## src/rtl/down_scaler_2x2_if.sv

```systemverilog
// Pixel stream bundle for the 2x2 down-scaler: raster input side, pooled output side and status.
interface down_scaler_2x2_if #(
  parameter int IN_W = 64,
  parameter int IN_H = 64,
  parameter int DW   = 8
);
  localparam int CW = $clog2(IN_W);
  localparam int RW = $clog2(IN_H);

  logic          i_start;
  logic          i_pixel_valid;
  logic [DW-1:0] i_pixel;
  logic          pixel_out_valid;
  logic [DW-1:0] pixel_out;
  logic          o_busy;
  logic          o_done;
  logic [RW-1:0] o_in_row;
  logic [CW-1:0] o_in_col;

  modport master (
    output i_start, i_pixel_valid, i_pixel,
    input  pixel_out_valid, pixel_out, o_busy, o_done, o_in_row, o_in_col
  );

  modport slave (
    input  i_start, i_pixel_valid, i_pixel,
    output pixel_out_valid, pixel_out, o_busy, o_done, o_in_row, o_in_col
  );
endinterface

```

## src/rtl/down_scaler_2x2.sv

```systemverilog
// 2x2 average-pool down-scaler: raster IN_W x IN_H frame in, (IN_W/2) x (IN_H/2) frame out,
// round-half-up. Even rows park horizontal pair sums in a half-width line buffer.
module down_scaler_2x2 #(
  parameter int IN_W = 64,
  parameter int IN_H = 64,
  parameter int DW   = 8
) (
  input logic              clk,
  input logic              reset,
  down_scaler_2x2_if.slave bus
);
  localparam int CW = $clog2(IN_W);
  localparam int RW = $clog2(IN_H);

  typedef enum logic [1:0] {S_IDLE, S_EVEN, S_ODD, S_DONE} state_t;

  state_t        state, state_nxt;
  logic [CW-1:0] in_col;
  logic [RW-1:0] in_row;
  logic [DW-1:0] pair_reg;
  logic [DW:0]   partial [IN_W/2];
  logic [DW-1:0] pix_q;
  logic          vld_q, done_q;

  logic          busy, accept, last_col, last_row;
  logic [CW-2:0] idx;
  logic [DW:0]   pair_sum;
  logic [DW+1:0] sum, rnd;

  assign busy     = (state == S_EVEN) || (state == S_ODD);
  assign accept   = bus.i_pixel_valid && busy;
  assign last_col = (in_col == CW'(IN_W - 1));
  assign last_row = (in_row == RW'(IN_H - 1));
  assign idx      = in_col[CW-1:1];
  assign pair_sum = {1'b0, pair_reg} + {1'b0, bus.i_pixel};
  assign sum      = {1'b0, partial[idx]} + {1'b0, pair_sum};
  assign rnd      = sum + (DW+2)'(2);

  always_ff @(posedge clk or posedge reset)
    if (reset) state <= S_IDLE;
    else       state <= state_nxt;

  always_comb begin
    state_nxt = state;
    case (state)
      S_IDLE: if (bus.i_start) state_nxt = S_EVEN;
      S_EVEN: if (accept && last_col) state_nxt = S_ODD;
      S_ODD:  if (accept && last_col) state_nxt = last_row ? S_DONE : S_EVEN;
      S_DONE: state_nxt = S_IDLE;
      default: state_nxt = S_IDLE;
    endcase
  end

  always_ff @(posedge clk or posedge reset)
    if (reset) begin
      in_col   <= '0;
      in_row   <= '0;
      pair_reg <= '0;
      pix_q    <= '0;
      vld_q    <= 1'b0;
      done_q   <= 1'b0;
      for (int i = 0; i < IN_W/2; i++) partial[i] <= '0;
    end else begin
      vld_q  <= 1'b0;
      // Registered off S_DONE so the pulse lands the cycle after the final output pixel.
      done_q <= (state == S_DONE);
      if (state == S_IDLE && bus.i_start) begin
        in_col <= '0;
        in_row <= '0;
      end
      if (accept) begin
        if (last_col) begin
          in_col <= '0;
          in_row <= in_row + RW'(1);
        end else begin
          in_col <= in_col + CW'(1);
        end
        if (!in_col[0])          pair_reg     <= bus.i_pixel;
        else if (state == S_EVEN) partial[idx] <= pair_sum;
        else begin
          pix_q <= rnd[DW+1:2];
          vld_q <= 1'b1;
        end
      end
    end

  assign bus.pixel_out_valid = vld_q;
  assign bus.pixel_out       = pix_q;
  assign bus.o_busy          = busy;
  assign bus.o_done          = done_q;
  assign bus.o_in_row        = in_row;
  assign bus.o_in_col        = in_col;
endmodule

```

## src/flat_wrapper.sv

```systemverilog
// flat-port wrapper written by rule: the top's interface ports become plain ports
module down_scaler_2x2_flat 
#(
  parameter int IN_W = 64,
  parameter int IN_H = 64,
  parameter int DW   = 8
)
  (clk, reset, bus_i_start, bus_i_pixel_valid, bus_i_pixel, bus_pixel_out_valid, bus_pixel_out, bus_o_busy, bus_o_done, bus_o_in_row, bus_o_in_col);
  down_scaler_2x2_if #(.IN_W(IN_W), .IN_H(IN_H), .DW(DW)) bus_i ();
  input logic clk;
  input logic reset;
  input wire logic [$bits(bus_i.i_start)-1:0] bus_i_start;
  input wire logic [$bits(bus_i.i_pixel_valid)-1:0] bus_i_pixel_valid;
  input wire logic [$bits(bus_i.i_pixel)-1:0] bus_i_pixel;
  output wire logic [$bits(bus_i.pixel_out_valid)-1:0] bus_pixel_out_valid;
  output wire logic [$bits(bus_i.pixel_out)-1:0] bus_pixel_out;
  output wire logic [$bits(bus_i.o_busy)-1:0] bus_o_busy;
  output wire logic [$bits(bus_i.o_done)-1:0] bus_o_done;
  output wire logic [$bits(bus_i.o_in_row)-1:0] bus_o_in_row;
  output wire logic [$bits(bus_i.o_in_col)-1:0] bus_o_in_col;
  assign bus_i.i_start = bus_i_start;
  assign bus_i.i_pixel_valid = bus_i_pixel_valid;
  assign bus_i.i_pixel = bus_i_pixel;
  assign bus_pixel_out_valid = bus_i.pixel_out_valid;
  assign bus_pixel_out = bus_i.pixel_out;
  assign bus_o_busy = bus_i.o_busy;
  assign bus_o_done = bus_i.o_done;
  assign bus_o_in_row = bus_i.o_in_row;
  assign bus_o_in_col = bus_i.o_in_col;
  down_scaler_2x2 #(.IN_W(IN_W), .IN_H(IN_H), .DW(DW)) u_core (.clk(clk), .reset(reset), .bus(bus_i));
endmodule
```

## config.mk

```make
export PLATFORM = sky130hd
export DESIGN_NAME = down_scaler_2x2_flat
export DESIGN_NICKNAME = d
export VERILOG_FILES = /design/src/rtl/down_scaler_2x2_if.sv /design/src/rtl/down_scaler_2x2.sv /design/src/flat_wrapper.sv
export SDC_FILE = /design/constraint.sdc
export NUM_CORES = 1
export LEC_CHECK = 0
export CELL_PAD_IN_SITES_DETAIL_PLACEMENT = 1
export CELL_PAD_IN_SITES_GLOBAL_PLACEMENT = 2
export CORE_MARGIN = 8
export CORE_UTILIZATION = 42
export CTS_CLUSTER_DIAMETER = 150
export DETAILED_ROUTE_END_ITERATION = 10
export PLACE_DENSITY = 0.77
export SYNTH_ARGS = -nofsm -noshare
export SYNTH_HDL_FRONTEND = slang
export SYNTH_SLANG_ARGS = --single-unit
```

## constraint.sdc

```tcl
create_clock -name clk -period 14.55 [get_ports clk]
set_clock_uncertainty 0.2 [all_clocks]
set_input_delay 2.91 -clock clk [delete_from_list [all_inputs] [get_ports clk]]
set_output_delay 2.91 -clock clk [all_outputs]
set_load 0.03 [all_outputs]
```

==> metrics.txt <==
Post-DP Area between 15000 and 20000 sq um; M1 WL approximately 20000 um; critical path type input pin to flop; syn avg cell area 10.88 sq um; fraction of registers with async set/reset 100.0%; final worst path period need about 7 ns; initial antenna violation count 0; cell mode on critical path a21oi_1; max-slew violations 0; Fin. Hold Viols 0; critical path's slowest cell fa_1; max layer used met4; Placer Congestion 0.8027; Synth Warn # 0; Max FO, Critical Path 17; Design Area, Final between 15000 and 20000 sq um; Synth area leaders dfrtp_1 55%, mux4_2 10%, o21ai_0 9.5%; Seq/Total Area, Yosys between 50% and 60%; Most used DFF post-synth dfrtp_1; PnR Total Power about 0.0034 W; Lkg Pwr about 7.3 nW; largest net degree at the start of global routing approximately 140; Via Count 10170; Syn Inst Count 1350; first-pass iteration count of the detailed router 4; fmax approximately 0.15 GHz; worst slew pin tran ~1.1 ns; final cell count without fillers approximately 1800; Yosys top cell by area dfrtp_1; met2 routed WL around 19000 um; Max-Cap Viols 0; Num CTS Buffers 36; Post-synth top cells 320 x dfrtp_1, 314 x nand2_1, 278 x o21ai_0; # rows a little under 70; register bit count reported by yosys 320; CP arrival a little over 7 ns; Die W about 200 um; CP Data Required Time 14.72 ns; Nets 1393; gr usage total around a fifth; # resized after CTS 0; maximum vdd drop 0.2050 mV; Largest register FFs 288; Synth cell types between 50 and 60; Area Growth Syn to Fin 13.14%; Routed WL about 40000 um; crit end category flop; post-synth top area share 54.51%; Cells after DPL 1766; top-count cell post-synth dfrtp_1; DRT antenna net count 0; DP HPWL approximately 26000 um; H-Tree Depth 2; Final Setup Violations 0; Core ar. 34460 sq um; Initial DRC Count around 530; Post-CTS Setup Bufs 0; Clock transition at path regs around 0.06 ns; setup TNS 0 ns; worst hold slack 0.2730 ns; part of the cycle the worst path needs between 40% and 50%; routed len/inst around 22 um; worst hold path class flop to flop; WL met3 approximately 1500 um; die height about 200 um; number of global-route vias before repair 10780; Initial Utilization about 43%; GR Overflow Total 0; Synth Cell Area roughly 15000 sq um; die area a little over 40000 sq um; CP Cell Sequence clkdlybuf4s50_1, ha_1, inv_1, fa_1, buf_4, ha_1, and3b_1, fa_1, a21o_1, a21oi_1, o21bai_1, a21oi_1, o21bai_1, a21oi_1, xor2_1, o21ai_0; RSZ-0062 raised after global routing false; CTS tree built; syn_nets between 1000 and 1500; boundary pin count 35; Slew HR between 20% and 30%; Largest stage delay, worst path just under 1 ns; worst skew pair latency between 0.5 and 0.6 ns; hold_buf cts 0; DR vias/cell ~5.6; status finished clean; CTS Buffer Depth 3; Worst setup SP type input pin; drt drc 0; CTS root buf clkbuf_16; Sink Count between 300 and 400; count of flip-flops with a built-in enable after synthesis 0; pwr dens between 200 and 250 nW/um^2; Port-buffer cells 34; first-pass GRT wire length ~65000 um; # diodes 0; share of layout cells above drive strength 1 14.47%
where the power goes:
part	internal, W	switching (W)	total, W	leakage (nW)
Sequential	0.00102	0.0000975	0.00112	4.37
Clock	0.000562	0.000368	0.000930	0.598
Combinational	0.000476	0.000833	0.00131	2.33
Total	0.00206	0.00130	0.00335	7.29
critical path: cells and delay by family:
family / cells / cell delay [ns]
compound gates: 7 / 1.15
buf+inv: 3 / 0.89
fa+ha+maj: 4 / 1.73
xor+xnor: 1 / 0.15
simple gates: 1 / 0.19
layout make-up:
| cell class | instances | area, sq um |
|---|---|---|
| Clock buffer | 53 | 1066 |
| Clock inverter | 11 | 137.6 |
| Fill cell | 3676 | 17840 |
| Inverter | 23 | 93.84 |
| Multi-Input combinational cell | 915 | 6256 |
| Sequential cell | 320 | 8015 |
| Tap cell | 455 | 569.3 |
| Timing Repair Buffer | 53 | 483.0 |
through the flow:
stage / util, % / setup WS (ns)
2_1_floorplan: - / 2.584
3_3_place_gp: 44.74 / 7.214
3_5_place_dp: 44.74 / 7.096
4_1_cts: 48.24 / 7.617
5_1_grt: 48.24 / 7.310
6_report: 48.24 / 7.674
worst paths after layout:
check,startpoint,end,slack [ns],cells past startpoint
min,u_core.partial[224],u_core.partial[224],0.27,2
max reg2reg,u_core.bus.o_in_col[1],u_core.bus.pixel_out[7],8.63,17
min in group asynchronous,reset,u_core.bus.o_in_row[0],2.77,2
min reg2reg,u_core.partial[224],u_core.partial[224],0.27,2
max,bus_i_pixel[0],u_core.bus.pixel_out[7],7.67,16
max in group asynchronous,reset,u_core.bus.o_in_col[1],9.51,3
cells in the final DEF, fill, tap and decap left out, types with 3 or more instances in the layout:
cell and count:
a211oi_1 3, a21oi_1 17, a22o_1 4, a22oi_1 7, buf_4 19, bufinv_16 3, clkbuf_1 8, clkbuf_16 37
clkbuf_8 8, clkdlybuf4s50_1 34, clkinv_2 6, dfrtp_1 318, ha_1 30, inv_1 22, mux2_2 42, mux2i_1 19
mux4_2 66, nand2_1 314, nand2b_1 9, nand3_1 19, nand3b_1 3, nor2_1 12, nor2b_1 8, nor3_1 3
nor3b_1 4, nor4_1 3, o21ai_0 278, o21ai_1 5, o21bai_1 3, o22ai_1 14, o31ai_1 3, or3_1 3
xnor2_1 4, xnor2_2 3
cell families after synthesis:
kind of cell             Yosys count  share of synthesized area, %
XOR/XNOR                          11                        0.6558
adder cells (fa/ha/maj)           32                         2.828
flip-flops                       320                         54.51
AO/OA/AOI/OAI                    353                         13.01
AND/OR/NAND/NOR                  392                         11.18
multiplexers                     127                         14.63
buffers and inverters            115                         3.177
layer usage:
metal  vias to the layer above  global-route usage, %
met2                       140                  32.39
met1                      5248                  28.28
met4                         0                  4.766
met5                         -                      0
li1                       4732                      -
met3                        50                  3.411
(Power assumes the default switching activity.)
